$ cat config.mk
export PLATFORM = sky130hd
export DESIGN_NAME = seeded_sweep_generator
export DESIGN_NICKNAME = d
export VERILOG_FILES = /design/src/rtl/seeded_sweep_generator_pkg.sv /design/src/rtl/seeded_sweep_generator.sv
export SDC_FILE = /design/constraint.sdc
export NUM_CORES = 1
export LEC_CHECK = 0
export CORE_MARGIN = 4
export CORE_UTILIZATION = 35
export CTS_CLUSTER_SIZE = 10
export DETAILED_ROUTE_END_ITERATION = 10
export GPL_TIMING_DRIVEN = 0
export PLACE_DENSITY = 0.72
export SLEW_MARGIN = 40
export SYNTH_ARGS = -nofsm -noshare
export SYNTH_HDL_FRONTEND = slang
export SYNTH_SLANG_ARGS = --single-unit
$ cat constraint.sdc
create_clock -name clock -period 3.4 [get_ports clock]
set_input_delay 0.68 -clock clock [delete_from_list [all_inputs] [get_ports clock]]
set_output_delay 0.68 -clock clock [all_outputs]
set_load 0.005 [all_outputs]
$ cat src/rtl/seeded_sweep_generator_pkg.sv
// Shared AES types plus the sweep-generator state encoding and helpers.
package seeded_sweep_generator_pkg;

  localparam int AES_STATE_SIZE = 128;
  typedef logic [AES_STATE_SIZE-1:0] state_t;

  typedef enum logic [2:0] {
    IDLE,
    PHASE_RST,
    PLAIN_SWEEP,
    KEY_SWEEP,
    FINAL
  } sweep_state_t;

  localparam int SWEEP_VECTORS    = 257;
  localparam int PHASE_RST_CYCLES = 2;

  // Flip a single bit of the state; bit 0 is the numeric LSB of the packed vector.
  function automatic state_t flipBit(input state_t seed, input int bitPos);
    return seed ^ (state_t'(1) << bitPos);
  endfunction

endpackage

$ cat src/rtl/seeded_sweep_generator.sv
// Expands one plaintext/key seed into the 257-vector avalanche sweep:
// 128 plaintext bit flips, the same flips under the inverted key, then the seed itself.
module seeded_sweep_generator
  import seeded_sweep_generator_pkg::*;
#(
  parameter int KEY_SIZE  = 128,
  parameter int KEY_BYTES = KEY_SIZE / 8
) (
  input  logic                        clock,
  input  logic                        resetN,
  input  logic                        seedValid,
  output logic                        seedReady,
  input  state_t                      seedPlain,
  input  logic [0:KEY_BYTES-1][7:0]   seedKey,
  output logic                        outValid,
  input  logic                        outReady,
  output state_t                      plainData,
  output logic [0:KEY_BYTES-1][7:0]   inputKey,
  output logic [0:KEY_BYTES-1][7:0]   encryptKey,
  output logic [8:0]                  vectorIndex,
  output logic                        lastVector,
  output logic                        phaseReset
);

  typedef logic [0:KEY_BYTES-1][7:0] key_t;

  sweep_state_t state, nextState;
  logic         firstSeed, nextFirstSeed;
  logic [6:0]   bitCount, nextBitCount;
  logic [1:0]   phaseCount, nextPhaseCount;
  state_t       seedPlainReg;
  key_t         seedKeyReg;
  logic         loadSeed;
  logic         accept;

  state_t       plainSource;
  key_t         keySource;
  logic         nextSeedReady, nextOutValid, nextLastVector, nextPhaseReset;
  state_t       nextPlainData;
  key_t         nextInputKey, nextEncryptKey;
  logic [8:0]   nextVectorIndex;

  assign accept      = outValid & outReady;
  assign plainSource = loadSeed ? seedPlain : seedPlainReg;
  assign keySource   = loadSeed ? seedKey : seedKeyReg;

  // Sweep sequencing: seed capture, the one-time phase-reset window, and the bit counter.
  always_comb begin
    nextState      = state;
    nextFirstSeed  = firstSeed;
    nextBitCount   = bitCount;
    nextPhaseCount = phaseCount;
    loadSeed       = 1'b0;
    unique case (state)
      IDLE: begin
        if (seedValid) begin
          loadSeed = 1'b1;
          nextBitCount = '0;
          if (firstSeed) begin
            nextState      = PHASE_RST;
            nextFirstSeed  = 1'b0;
            nextPhaseCount = '0;
          end else begin
            nextState = PLAIN_SWEEP;
          end
        end
      end
      PHASE_RST: begin
        if (phaseCount == 2'(PHASE_RST_CYCLES - 1)) begin
          nextState    = PLAIN_SWEEP;
          nextBitCount = '0;
        end else begin
          nextPhaseCount = phaseCount + 2'd1;
        end
      end
      PLAIN_SWEEP: begin
        if (accept) begin
          nextBitCount = bitCount + 7'd1;
          if (bitCount == 7'd127) nextState = KEY_SWEEP;
        end
      end
      KEY_SWEEP: begin
        if (accept) begin
          nextBitCount = bitCount + 7'd1;
          if (bitCount == 7'd127) nextState = FINAL;
        end
      end
      FINAL: begin
        if (accept) nextState = IDLE;
      end
      default: nextState = IDLE;
    endcase
  end

  // Output values for the upcoming cycle, derived from the next state so every output is a flop.
  always_comb begin
    nextSeedReady   = 1'b0;
    nextOutValid    = 1'b0;
    nextLastVector  = 1'b0;
    nextPhaseReset  = 1'b0;
    nextPlainData   = '0;
    nextInputKey    = '0;
    nextEncryptKey  = '0;
    nextVectorIndex = '0;
    unique case (nextState)
      IDLE:      nextSeedReady = 1'b1;
      PHASE_RST: nextPhaseReset = 1'b1;
      PLAIN_SWEEP: begin
        nextOutValid    = 1'b1;
        nextPlainData   = flipBit(plainSource, int'(nextBitCount));
        nextInputKey    = keySource;
        nextEncryptKey  = keySource;
        nextVectorIndex = {2'b00, nextBitCount};
      end
      KEY_SWEEP: begin
        nextOutValid    = 1'b1;
        nextPlainData   = flipBit(plainSource, int'(nextBitCount));
        nextInputKey    = ~keySource;
        nextEncryptKey  = keySource;
        nextVectorIndex = {2'b01, nextBitCount};
      end
      FINAL: begin
        nextOutValid    = 1'b1;
        nextPlainData   = plainSource;
        nextInputKey    = keySource;
        nextEncryptKey  = keySource;
        nextVectorIndex = 9'(SWEEP_VECTORS - 1);
        nextLastVector  = 1'b1;
      end
      default: nextSeedReady = 1'b1;
    endcase
  end

  // Control state, seed capture and registered outputs; reset re-arms the phase-reset pulse.
  always_ff @(posedge clock or negedge resetN) begin
    if (!resetN) begin
      state        <= IDLE;
      firstSeed    <= 1'b1;
      bitCount     <= '0;
      phaseCount   <= '0;
      seedPlainReg <= '0;
      seedKeyReg   <= '0;
      seedReady    <= 1'b1;
      outValid     <= 1'b0;
      plainData    <= '0;
      inputKey     <= '0;
      encryptKey   <= '0;
      vectorIndex  <= '0;
      lastVector   <= 1'b0;
      phaseReset   <= 1'b0;
    end else begin
      state      <= nextState;
      firstSeed  <= nextFirstSeed;
      bitCount   <= nextBitCount;
      phaseCount <= nextPhaseCount;
      if (loadSeed) begin
        seedPlainReg <= seedPlain;
        seedKeyReg   <= seedKey;
      end
      seedReady   <= nextSeedReady;
      outValid    <= nextOutValid;
      plainData   <= nextPlainData;
      inputKey    <= nextInputKey;
      encryptKey  <= nextEncryptKey;
      vectorIndex <= nextVectorIndex;
      lastVector  <= nextLastVector;
      phaseReset  <= nextPhaseReset;
    end
  end

endmodule

==> flow_metrics.py <==
metrics = {
    "grt": {
        "grt_pass1_wl_um": 141000,
        "antenna_found_initial": 27,
        "grtUsageTotal_pct": 24.4,
        "met2_usage_pct": 39.8,
        "grt_util_met1_pct": 30.3,
        "grt_max_degree": 112,
        "grt_busiest_layer": "met2",
        "grt_overflow": 0,
        "gr-usage-met3_pct": 7.61,
        "grt_pass1_vias": 20700,
    },
    "worst_setup_path": {
        "worstReg2RegStart": "bitCount[0]",
        "critical_path_class": "in2reg",
        "rr_endpoint": "plainData[77]",
        "ff2ff_setup_slack_ps": 10,
        "worst-endpoint-arrival_ps": 3920,
        "cp-end-kind": "flop",
        "r2r_cells": 7,
        "crit_required_ps": 3870,
        "cp_max_fo": 10,
        "start_kind": "input port",
    },
    "clocking": {
        "clkTransAtPathRegs_ps": 60,
        "cts_buffers": 80,
        "cts_tree": "yes",
        "cts_buffer_depth": 3,
        "h-tree-depth": 3,
        "clock_sinks": 666,
        "insertion_delay_ps": 640,
        "clockRootBuffer": "clkbuf_16",
    },
    "synthesis": {
        "yosys_register_bits": 666,
        "synthesis.instances": 2139,
        "yosysSeqAreaShare_pct": 63.8,
        "synth_fp_nets": 2401,
        "syn_area_um2": 26100,
        "syn_avg_cell_area_um2": 12.2,
        "synth_async_sr_flop_share_pct": 100,
        "synth_ff_type": "dfrtp_1",
        "synth_edf_count": 0,
        "ys_warn_count": 0,
        "ys_types": 72,
    },
    "status": {
        "violations": "setup timing",
        "status": "finished, violations left",
    },
    "sta": {
        "tightestPinTransition_ps": 894,
        "maxSlewHeadroom_pct": 40.4,
        "rsz0062_at_grt": "true",
        "period_needed_ps": 3450,
        "hold_viol": 0,
        "setup_viol": 1,
        "max_freq_mhz": 290,
        "drv_slew": 0,
        "layout_setup_ws_ps": -47.4,
        "skew_ps": 46.5,
        "fin_crit_sh_pct": 101,
    },
    "floorplan": {
        "die_area_um2": 79000,
        "fp.dieW_um": 281,
        "ioPinCount": 657,
        "row_count": 99,
        "die_y_um": 281,
        "core_area_um2": 73500,
        "start_util_pct": 35.6,
    },
    "routing": {
        "first_pass_iters": 6,
        "ant_nets": 0,
        "post-route-drc-count": 0,
        "drt-total-wl_um": 99400,
        "wire_per_inst_um": 25.4,
        "vias": 20400,
        "dr.first_iter.drc_count": 1783,
        "viasPerCell": 5.20,
    },
    "worst_hold_path": {
        "min-delay-start": "phaseCount[1]",
        "min_path_cells": 2,
        "hold_end": "phaseCount[1]",
        "min_path_type": "reg2reg",
    },
    "power_and_ir_drop": {
        "peakVddDrop_v": 0.000390,
        "power.density_nw_per_um2": 666,
        "leakage_nw": 17.8,
    },
    "place": {
        "dp_cells": 3772,
        "io_buffers": 656,
        "place_hpwl_um": 73200,
        "gp_congestion": 0.928,
        "dp_slack_ps": -897,
    },
    "final_layout": {
        "nFillCells": 6478,
        "mostFrequentLayoutCell": "dfrtp_1",
        "final_cell_mix": "dfrtp_1, clkdlybuf4s50_1, mux2i_1",
        "areaGrowthSynthToFinish_pct": 41.4,
        "stdcell_count": 3915,
        "nNetsFinal": 3174,
        "drive_gt1_share_pct": 10.6,
    },
    "flow_run": {
        "max-cap-violations": 0,
    },
}
==> worst max-delay path by stage <==
| stage | slack (ps) | from | cells after the start | to |
|---|---|---|---|---|
| final | -50 | outReady | 9 | plainData[112] |
| after global routing | -80 | bitCount[0] | 7 | plainData[126] |
| after CTS | -60 | outReady | 10 | plainData[112] |
| after detailed placement | -900 | outReady | 11 | plainData[121] |
| after global placement | -28540 | resetN | 1 | plainData[76] |
| after floorplan | 660 | outReady | 10 | plainData[100] |
==> worst max-delay path, cell delays in order <==
cell,delay [ps]
clkdlybuf4s50_1,630
nand2_1,280
nor4_2,480
a211oi_4,120
inv_4,190
buf_2,270
nand4_1,490
buf_4,390
o31ai_1,370
==> kinds of logic (layout without fill, tap and decap cells) <==
| kind of cell | Yosys count | in the layout | synth area share (%) |
|---|---|---|---|
| DFF | 666 | 666 | 63.8 |
| and+or+nand+nor | 487 | 487 | 8.74 |
| buffers and inverters | 359 | 1159 | 5.39 |
| muxes | 333 | 333 | 13.0 |
| AOI/OAI and AO/OA | 290 | 290 | 8.84 |
| adders and majority gates | 2 | 2 | 0.0958 |
| xor gates and xnor gates | 2 | 2 | 0.0671 |
| other | 0 | 17 | 0 |
==> power breakdown <==
| part | total (mW) | switching [mW] | internal (mW) |
|---|---|---|---|
| clock | 7.96 | 3.34 | 4.62 |
| sequential | 9.59 | 0.433 | 9.16 |
| combinational | 7.03 | 4.14 | 2.88 |
| total | 24.6 | 7.92 | 16.7 |
==> flip-flops by register name (all words and copies together), names as in the netlist, 2 cells and up <==
signal,cells
plainData,128
bitCount,7
seedPlainReg,128
encryptKey,128
phaseCount,2
state,3
seedKeyReg,128
vectorIndex,9
inputKey,128
==> Yosys cell counts (3+ instances only) <==
cell,number,area share [%]
o22ai_1,6,0.14
dfrtp_1,664,64
nor4_1,5,0.12
nor2_1,196,2.8
nand2_1,56,0.80
and2_1,3,0.072
inv_1,216,3.1
nand4_1,24,0.57
a211oi_1,8,0.23
o311ai_0,4,0.13
o21a_1,4,0.11
or2_2,3,0.072
a31o_2,8,0.27
a211oi_4,3,0.23
clkbuf_1,89,1.3
nand3_1,129,2.5
mux2_2,56,2.4
o21ai_0,14,0.27
nor3_2,3,0.11
o211ai_1,32,0.92
o32ai_1,24,0.80
buf_1,14,0.20
o41ai_1,3,0.10
nor2b_1,4,0.096
nor4_2,3,0.14
buf_2,33,0.63
and3_1,15,0.36
nor3_1,29,0.56
o31ai_1,125,3.6
mux2i_1,277,11
a32o_1,10,0.38
a21oi_1,19,0.36
==> per-layer routing <==
metal  routed length [µm]  vias up
li1                     -     8926
met1                38800    10200
met2                47700     1009
met3                 9050      224
met4                 3770       10
met5                   60        -
==> layout make-up <==
| cell class | instances | area [µm²] | share of cell area (%) |
|---|---|---|---|
| flip-flops and latches | 666 | 16700 | 45.1 |
| multi-input cells | 1114 | 8200 | 22.2 |
| repair buffers | 692 | 7010 | 19.0 |
| clock buffers | 96 | 2110 | 5.72 |
| well taps | 959 | 1200 | 3.25 |
| inverters | 220 | 831 | 2.25 |
| plain buffers | 138 | 619 | 1.68 |
| clock inverters | 13 | 231 | 0.627 |
| diodes | 17 | 42.5 | 0.115 |
==> timing repair <==
item,CTS,global route
gates resized for setup,16,22
endpoints found under the hold margin,70,0
hold buffers,1,0
setup buffers,4,11
pin swaps,2,3
endpoints found under the setup margin,268,148
==> through the flow <==
step | hold slack (ps) | instance area (µm²) | TNS, ps | power [mW] | utilization (%)
CTS | 491 | 36700 | -95.3 | 24.6 | 50.0
detailed placement | 478 | 34300 | -245970 | 16.5 | 46.7
finish | 487 | 36900 | -47.4 | 24.6 | 50.3
floorplan | 384 | 26100 | 0 | 12.5 | -
global placement | 462 | 33900 | - | 16.3 | 46.1
global route | 510 | 36900 | -161 | 25.6 | 50.2
Note: power is estimated with default switching activity, not from simulation.
==> RTL edit (same settings) <==
Make the reset (`resetN`) synchronous in one clocked block.
--- a/src/rtl/seeded_sweep_generator.sv
+++ b/src/rtl/seeded_sweep_generator.sv
@@ -133,5 +133,5 @@
 
   // Control state, seed capture and registered outputs; reset re-arms the phase-reset pulse.
-  always_ff @(posedge clock or negedge resetN) begin
+  always_ff @(posedge clock) begin
     if (!resetN) begin
       state        <= IDLE;
Function: differs if resetN is asserted again (counterexample within 4 cycles, from zero or initial values and one cycle with resetN low); with resetN held inactive, the same outputs for 4 cycles.
==> RTL edit against the original RTL <==
  * Total power shrank 18%
  * Count of clock-buffer cells in the layout shrank 3
  * Maximum frequency grew 1.4%
  * Cell count up 1.5%
  * Design area down 7.5%
  * Sequential power shrank 9.6%
  * Sequential cell count unchanged
  * Synthesized area is 7.9% lower
  * Combinational power decreased by 47%
  * Register-to-register slack improved by 0.04 ns
  * Wire length is 3.5% lower
  * Hold slack better by 0.0058 ns
  * Setup slack improved by 0.049 ns
  * Critical path type unchanged
  * Largest cell class unchanged
==> RTL edit: results (changes against the original RTL) <==
Logic synthesis
  • Commonest cells in the synthesized netlist: 666 x dfxtp_1, 287 x nor2_1, 261 x mux2i_1
  • Synth area leaders: dfxtp_1 55%, mux2i_1 11%, a2bb2oi_1 4.7%, nor2_1 4.5%, nand2b_1 3.4%
  • Syn Area/Cell: 10.35 um2 (-15%)
  • Syn_nets: 2587 (+7.7%)
  • Async SR Flop Fraction: 0% (-100 points)
  • Register area share after synthesis: 55.40% (-8.4 points)
  • Netlist cell types: 75 (+4.2%)

Global route
  • Initial antenna violation count: 20 (-26%)
  • GR Util All Layers: 24.90% (+0.55 points)
  • Largest net degree at the start of global routing: 13 (-88%)
  • First-pass GRT wire length: 137.0 mm (-2.7%)

Power and ir drop
  • Pint: 14.78 mW (-11%)
  • Comb. pwr: 3.72 mW (-47%)
  • Gate power share: 18.6% (-10 points)
  • Sequential share of power: 43.3% (+4.3 points)
  • Cell leakage power: 14.08 nW (-21%)

Routing
  • WL/cell: 24.15 um (-4.9%)
  • DRT Wirelength: 95.94 mm (-3.5%)
  • DR vias/cell: 5.206 (about the same)

Cells and area
  • NumNets Final: 3326 (+4.8%)
  • Share of layout cells above drive strength 1: 7.680% (-2.9 points)

Outcome
  • Status: finished clean

Clock network
  • Clk Latency, worst-skew pair: 0.62 ns (-0.02 ns)
  • CTS Buf Count: 79 (-1.3%)

Timing
  • Slew at the pin with the worst max-slew slack: 0.8018 ns (-0.09184 ns)
  • Worst Clk Skew: 0.01662 ns (-0.02991 ns)

Worst setup path
  • CP Data Arrival Time: 3.87 ns (-0.05 ns)
  • Max stage delay on crit path: 0.61 ns (-0.02 ns)

Placement
  • Post-placement cell count: 3854 (+2.2%)
[RTL edit: cell types whose count changed in the layout (fill, tap and decap cells not counted), moves of 47 or more]
cell       before  now
o32ai_1        23   70
nand2b_1        2  132
nand3_1       128   28
dfxtp_1         0  665
o31ai_1       125   13
nor2_1        193  285
mux2_2         56    1
inv_1         216  142
buf_2          40   91
o21a_1          4   66
dfrtp_1       664    0
a2bb2oi_1       0  128
[RTL edit: per-stage QoR]
step / worst slack [ns] / instance area (um2) / util [%]
floorplan: 0.9239 / 24060 / -
global placement: -1.076 / 31710 / 46.89
detailed placement: -1.055 / 31740 / 46.93
CTS: 0.006920 / 34070 / 50.37
global route: -0.06488 / 34150 / 50.50
finish: 0.001235 / 34160 / 50.51
[RTL edit: path summary, 6_finish.rpt]
check / end / cells after the start / slack (ns) / from
max reg2reg: plainData[88]$_SDFF_PN0_ / 8 / 0.05 / bitCount[1]$_SDFF_PN0_
min: encryptKey[74]$_SDFF_PN0_ / 2 / 0.49 / seedKeyReg[74]$_SDFF_PN0_
min reg2reg: encryptKey[74]$_SDFF_PN0_ / 2 / 0.49 / seedKeyReg[74]$_SDFF_PN0_
max: plainData[88]$_SDFF_PN0_ / 8 / 0.001 / outReady
[RTL edit: cell type report]
| class | instances | area [um2] |
|---|---|---|
| Tap cell | 873 | 1092 |
| Clock inverter | 10 | 185.2 |
| Antenna cell | 14 | 35.03 |
| Buffer | 191 | 867.1 |
| Timing Repair Buffer | 659 | 6581 |
| Fill cell | 6120 | 33470 |
| Sequential cell | 666 | 13330 |
| Clock buffer | 93 | 2091 |
| Inverter | 142 | 533.0 |
| Multi-Input combinational cell | 1325 | 9443 |
[RTL edit: worst max-delay path, delay by kind of cell]
| kind | cells | cell delay, ns |
|---|---|---|
| compound gates | 3 | 1.12 |
| buf+inv | 2 | 1.06 |
| simple gates | 3 | 1.00 |
[RTL edit: metal layers]
layer | part of all wire, % | track usage [%]
met5 | 0.035 | 0
met4 | 5.0 | 11.87
met3 | 8.7 | 8.146
met2 | 48 | 42.96
met1 | 38 | 27.78
[RTL edit: repair_timing]
item,in CTS,in global routing
gates resized for setup,11,11
buffers inserted,0,2
hold buffers,0,0
setup endpoints to repair,225,136
hold endpoints to repair,0,0
pin swaps,0,1
[RTL edit: kinds of logic after synthesis]
logic type      share of synthesized area [%]
xor+xnor                              0.03640
mux                                     10.97
buf+inv                                 5.730
flops                                   55.40
compound gates                          16.04
fa+ha+maj                              0.1040
simple gates                            11.72
